===== src/rtl/qam16_demap_serial.sv =====
// qam16_demap_serial
//
// Demaps registered QAM16 I/Q decision codes to 4-bit symbols. Each symbol
// is held in a 4-deep FIFO and then sent out as a paced serial bit stream,
// MSB first.
//
// Build option:
//   GRAY_MAP_EN  defined   -> Gray demap per axis: -3->00, -1->01, +1->11, +3->10
//                undefined -> natural binary:      -3->00, -1->01, +1->10, +3->11
//
// Ports:
//   clk        in   system clock
//   rst        in   asynchronous, active-high reset
//   bitsync    in   one-cycle symbol strobe (same strobe as the decision stage)
//   i, q       in   3-bit decided level codes: 101=-3, 111=-1, 001=+1, 011=+3
//   dout       out  serial data bit, held for the whole bit period
//   dout_vld   out  one-cycle pulse at the start of each bit period
//   sym_start  out  high with dout_vld on the MSB of each symbol
//   fifo_lvl   out  FIFO occupancy 0..4 (registered)
//   ovf        out  sticky overflow, set when a symbol is dropped
//
// Serializer states:
//   state    | meaning
//   ---------+---------------------------------------------------------
//   ST_IDLE  | no symbol in flight; dout holds last bit; load when FIFO non-empty
//   ST_SHIFT | streaming a symbol; div/bit down-counters pace the bits

module qam16_demap_serial #(
    parameter int CLK_PER_BIT = 4,
    parameter int FIFO_DEPTH  = 4
) (
    input  logic       clk,
    input  logic       rst,
    input  logic       bitsync,
    input  logic [2:0] i,
    input  logic [2:0] q,
    output logic       dout,
    output logic       dout_vld,
    output logic       sym_start,
    output logic [2:0] fifo_lvl,
    output logic       ovf
);

    localparam int         PTR_W    = $clog2(FIFO_DEPTH);
    localparam logic [5:0] DIV_LAST = 6'(CLK_PER_BIT - 1);

    localparam logic [0:0] ST_IDLE  = 1'b0;
    localparam logic [0:0] ST_SHIFT = 1'b1;

    logic             r_sync_d;
    logic [3:0]       r_mem [FIFO_DEPTH];
    logic [PTR_W:0]   r_wr_ptr;
    logic [PTR_W:0]   r_rd_ptr;
    logic [2:0]       r_lvl;
    logic             r_ovf;

    logic [0:0]       r_state;
    logic [5:0]       r_div;
    logic [1:0]       r_bit;
    logic [3:0]       r_shift;
    logic             r_dout;
    logic             r_dout_vld;
    logic             r_sym_start;

    logic             w_empty;
    logic             w_full;
    logic             w_sym_end;
    logic             w_pop;
    logic             w_push;
    logic [3:0]       w_wr_sym;
    logic [3:0]       w_rd_sym;
    logic             w_unused_code0;

    // Only sign (bit 2) and magnitude (bit 1) carry information; bit 0 is
    // redundant in the level code, so the reset code 000 demaps as +1.
    function automatic logic [1:0] demap(input logic [2:0] code);
        logic s;
        logic m;
        s = code[2];
        m = code[1];
`ifdef GRAY_MAP_EN
        return {~s, ~(s ^ m)};
`else
        return {~s, m};
`endif
    endfunction

    assign w_unused_code0 = i[0] ^ q[0];

    assign w_wr_sym = {demap(i), demap(q)};
    assign w_rd_sym = r_mem[r_rd_ptr[PTR_W-1:0]];

    assign w_empty = (r_wr_ptr == r_rd_ptr);
    assign w_full  = (r_wr_ptr[PTR_W] != r_rd_ptr[PTR_W]) &&
                     (r_wr_ptr[PTR_W-1:0] == r_rd_ptr[PTR_W-1:0]);

    // The last bit period of a symbol ends when both down-counters hit zero.
    assign w_sym_end = (r_state == ST_SHIFT) && (r_div == 6'd0) && (r_bit == 2'd0);
    assign w_pop     = !w_empty && ((r_state == ST_IDLE) || w_sym_end);

    // A full FIFO still accepts a write if the serializer pops on the same edge.
    assign w_push    = r_sync_d && (!w_full || w_pop);

    always_ff @(posedge clk) begin
        if (w_push) begin
            r_mem[r_wr_ptr[PTR_W-1:0]] <= w_wr_sym;
        end
    end

    always_ff @(posedge clk or posedge rst) begin
        if (rst) begin
            r_sync_d    <= 1'b0;
            r_wr_ptr    <= '0;
            r_rd_ptr    <= '0;
            r_lvl       <= 3'd0;
            r_ovf       <= 1'b0;
            r_state     <= ST_IDLE;
            r_div       <= 6'd0;
            r_bit       <= 2'd0;
            r_shift     <= 4'd0;
            r_dout      <= 1'b0;
            r_dout_vld  <= 1'b0;
            r_sym_start <= 1'b0;
        end else begin
            r_sync_d <= bitsync;

            if (w_push) begin
                r_wr_ptr <= r_wr_ptr + 1'b1;
            end
            if (w_pop) begin
                r_rd_ptr <= r_rd_ptr + 1'b1;
            end

            case ({w_push, w_pop})
                2'b10:   r_lvl <= r_lvl + 3'd1;
                2'b01:   r_lvl <= r_lvl - 3'd1;
                default: r_lvl <= r_lvl;
            endcase

            if (r_sync_d && w_full && !w_pop) begin
                r_ovf <= 1'b1;
            end

            r_dout_vld  <= 1'b0;
            r_sym_start <= 1'b0;

            if (w_pop) begin
                r_shift     <= {w_rd_sym[2:0], 1'b0};
                r_dout      <= w_rd_sym[3];
                r_dout_vld  <= 1'b1;
                r_sym_start <= 1'b1;
                r_div       <= DIV_LAST;
                r_bit       <= 2'd3;
                r_state     <= ST_SHIFT;
            end else if (r_state == ST_SHIFT) begin
                if (r_div != 6'd0) begin
                    r_div <= r_div - 1'b1;
                end else if (r_bit != 2'd0) begin
                    r_dout     <= r_shift[3];
                    r_shift    <= {r_shift[2:0], 1'b0};
                    r_dout_vld <= 1'b1;
                    r_bit      <= r_bit - 1'b1;
                    r_div      <= DIV_LAST;
                end else begin
                    r_state <= ST_IDLE;
                end
            end
        end
    end

    assign dout      = r_dout;
    assign dout_vld  = r_dout_vld;
    assign sym_start = r_sym_start;
    assign fifo_lvl  = r_lvl;
    assign ovf       = r_ovf;

endmodule


===== config.mk =====
export PLATFORM = sky130hd
export DESIGN_NAME = qam16_demap_serial
export DESIGN_NICKNAME = d
export VERILOG_FILES = /design/src/rtl/qam16_demap_serial.sv
export SDC_FILE = /design/constraint.sdc
export NUM_CORES = 1
export LEC_CHECK = 0
export ABC_AREA = 1
export BUFFER_PORTS_ARGS = -buffer_cell sky130_fd_sc_hd__buf_2
export CAP_MARGIN = 20
export CORE_MARGIN = 2
export CORE_UTILIZATION = 56
export CTS_BUF_LIST = sky130_fd_sc_hd__clkbuf_4
export DETAILED_ROUTE_END_ITERATION = 12
export PLACE_DENSITY = 0.89
export SLEW_MARGIN = 15
export SYNTH_ARGS = -nofsm -noshare
export SYNTH_HDL_FRONTEND = slang
export SYNTH_SLANG_ARGS = --single-unit

===== constraint.sdc =====
create_clock -name clk -period 1.9 [get_ports clk]
set_input_delay 0.475 -clock clk [delete_from_list [all_inputs] [get_ports clk]]
set_output_delay 0.475 -clock clk [all_outputs]
set_load 0.1 [all_outputs]

==> results.sh <==
export IMPL_cts_num_sinks=42
export IMPL_avgSynthCellArea_sq_um=10.91
export IMPL_holdWs_ns=0.1457
export IMPL_gr_usage_all_layers_pct=18.33
export IMPL_gr_total_overflow=0
export IMPL_tightestPinTransition_ns=0.4897
export IMPL_setup_viol=0
export IMPL_slew_violations=0
export IMPL_synth_most_common_cell="nand2_1"
export IMPL_fmax_mhz=547.6
export IMPL_arrival_ns=1.92
export IMPL_period_share_pct=96.11
export IMPL_io_buffers=13
export IMPL_timing_hold_violations_final=0
export IMPL_crit_type="flip-flop to flip-flop"
export IMPL_initial_utilization_pct=57.18
export IMPL_ys_flop_type="dfrtp_1"
export IMPL_antenna_found_initial=0
export IMPL_place_area_sq_um=2266
export IMPL_place_hpwl_mm=2.509
export IMPL_required_ns=1.99
export IMPL_dr_total_vias=1372
export IMPL_design_die_area_sq_um=4184
export IMPL_drive_gt1_share_pct=27.68
export IMPL_finalWirelength_mm=3.496
export IMPL_grt_pass1_vias=1352
export IMPL_clk_latency_ns=0.36
export IMPL_placed_cells=262
export IMPL_p_per_area_nw_per_um2=1850
export IMPL_cts_buffer_depth=2
export IMPL_cts_root_buf="clkbuf_4"
export IMPL_cts_reportedPaths_clkPinSlew_ns=0.13
export IMPL_hold_class="input pin to async pin"
export IMPL_cts_buffers_inserted=5
export IMPL_core_area_sq_um=3606
export IMPL_dr_pass1_iters=4
export IMPL_status="finished clean"
export IMPL_final_cells=272
export IMPL_synth_nets=207
export IMPL_postCtsHoldBufs=0
export IMPL_area_growth_pct=14.56
export IMPL_netlist_top_cells_count="32 x nand2_1, 26 x dfrtp_1, 25 x inv_1"
export IMPL_grt_use_met3_pct=4.688
export IMPL_endpoint_kind="flip-flop"
export IMPL_synth_top_cell_by_area="dfrtp_1"
export IMPL_ys_seq_elements=42
export IMPL_pin_count=16
export IMPL_gp_congestion=0.7071
export IMPL_synth_top_area_share_pct=31.55
export IMPL_post_route_drc_count=0
export IMPL_synth_area_leaders="dfrtp_1 32%, edfxtp_1 23%, nand2_1 5.8%"
export IMPL_max_slew_margin_rel_pct=67.58
export IMPL_crit_fanout=9
export IMPL_synth_distinct_cells=37
export IMPL_leakagePower_nw=1.100
export IMPL_detail_route_wl_per_cell_um=12.85
export IMPL_tritoncts="yes"
export IMPL_die_h_um=64.68
export IMPL_finalNetCount=241
export IMPL_grt_use_met1_pct=20.84
export IMPL_fin_skew_ns=0.006501
export IMPL_grt_max_degree=27
export IMPL_drv_cap=0
export IMPL_synthArstFlopShare_pct=61.90
export IMPL_initialDrtViolationCount=84
export IMPL_synthCells=189
export IMPL_synth_area_sq_um=2062
export IMPL_ant_nets=0
export IMPL_min_period_ns=1.826
export IMPL_crit_path_start_kind="flip-flop"
export IMPL_rows=22
export IMPL_finish_instance_area_sq_um=2362
export IMPL_n_antenna_cell=0
export IMPL_top_usage_layer="met2"
export IMPL_peakVddDrop_mv=0.6613
export IMPL_synth_edff_count=16
export IMPL_grt_pass1_wl_mm=5.754
export IMPL_met2_usage_pct=32.03
export IMPL_viasPerCell=5.044
export IMPL_seq_area_frac_synth_pct=54.85
export IMPL_yosysWarnings=0
export IMPL_dieWidth_um=64.68
export IMPL_htreeDepth=2
timing repair:
item,4_1_cts,5_1_grt
endpoints found under the setup margin,0,18
buffers inserted,0,2
gates resized for setup,0,8
registers in the layout, summed over array words and instances (netlist names), 2 cells and up:
register  count
r_mem        16
r_div         6
fifo_lvl      3
r_rd_ptr      3
r_shift       3
r_wr_ptr      3
r_bit         2
worst max-delay path, cell delays in order (launching register included):
cell and delay [ns]:
dfrtp_1 0.41, inv_1 0.09, ha_2 0.22, nand4_4 0.13, nand2_4 0.11, buf_6 0.14, nand2_8 0.06, nand2_4 0.06
nand2_4 0.08, nor2_1 0.11, buf_4 0.15
kinds of logic after synthesis:
| logic type | share of synthesized area, % |
|---|---|
| simple gates | 19.18 |
| flops | 54.85 |
| buf+inv | 6.675 |
| compound gates | 7.948 |
| xor+xnor | 5.522 |
| fa+ha+maj | 5.825 |
metrics by stage:
stage          power, mW  worst slack (ns)  util, %  TNS (ns)
2_1_floorplan      3.337          0.003868        -         0
3_3_place_gp       3.729            0.1060    62.84         0
3_5_place_dp       3.861           0.04980    62.84         0
4_1_cts            4.313           0.01747    64.47         0
5_1_grt            4.675          -0.02890    65.51  -0.05117
6_report           4.370           0.07391    65.51         0
cell usage in the layout (no fill, tap or decap), types with 2 or more instances in the layout:
cell / count
buf_2: 13
o211ai_1: 2
nand2_1: 32
ha_2: 2
o21ai_2: 2
buf_4: 15
xnor2_1: 2
o22ai_1: 4
dfrtp_2: 2
a21oi_1: 5
nand3_4: 2
a22oi_1: 2
inv_2: 3
nand4_1: 3
clkbuf_4: 5
edfxtp_1: 16
nand3_1: 13
nor2_1: 10
o21ai_0: 7
ha_1: 6
xor2_1: 6
inv_1: 24
nand2_4: 4
dfrtp_1: 24
worst paths after layout:
check	cells past startpoint	startpoint	endpoint	slack, ns
min in group clk	1	bitsync	r_sync_d$_DFF_PP0_	0.21
max in group asynchronous	3	rst	r_wr_ptr[0]$_DFFE_PP0P_	1.49
worst max-delay path	10	r_div[1]$_DFFE_PP0P_	r_mem[1][3]$_DFFE_PP_	0.07
worst max register to register	10	r_div[1]$_DFFE_PP0P_	r_mem[1][3]$_DFFE_PP_	0.07
worst min-delay path	3	rst	r_rd_ptr[1]$_DFFE_PP0P_	0.15
worst min register to register	1	ovf$_DFFE_PP0P_	ovf$_DFFE_PP0P_	0.49
final cells by class:
class	count	area (sq um)
inverter	29	111.4
timing repair buffer	29	188.9
multi-input combinational	116	809.5
fill	283	1244
clock inverter	3	21.27
tap	48	60.06
clock buffer	5	37.54
sequential	42	1134
per-layer routing:
layer | wire length, um | vias up
met5 | 0 | -
met4 | 86 | 0
met3 | 109 | 7
met2 | 1797 | 20
met1 | 1502 | 649
li1 | - | 696
power breakdown:
part | total (mW) | leakage (nW) | internal, mW | switching [mW]
logic | 2.41 | 0.611 | 0.843 | 1.57
clock network | 0.444 | 0.0312 | 0.144 | 0.300
registers | 1.52 | 0.457 | 1.28 | 0.231
No activity file was read; power rests on OpenSTA's default activity.
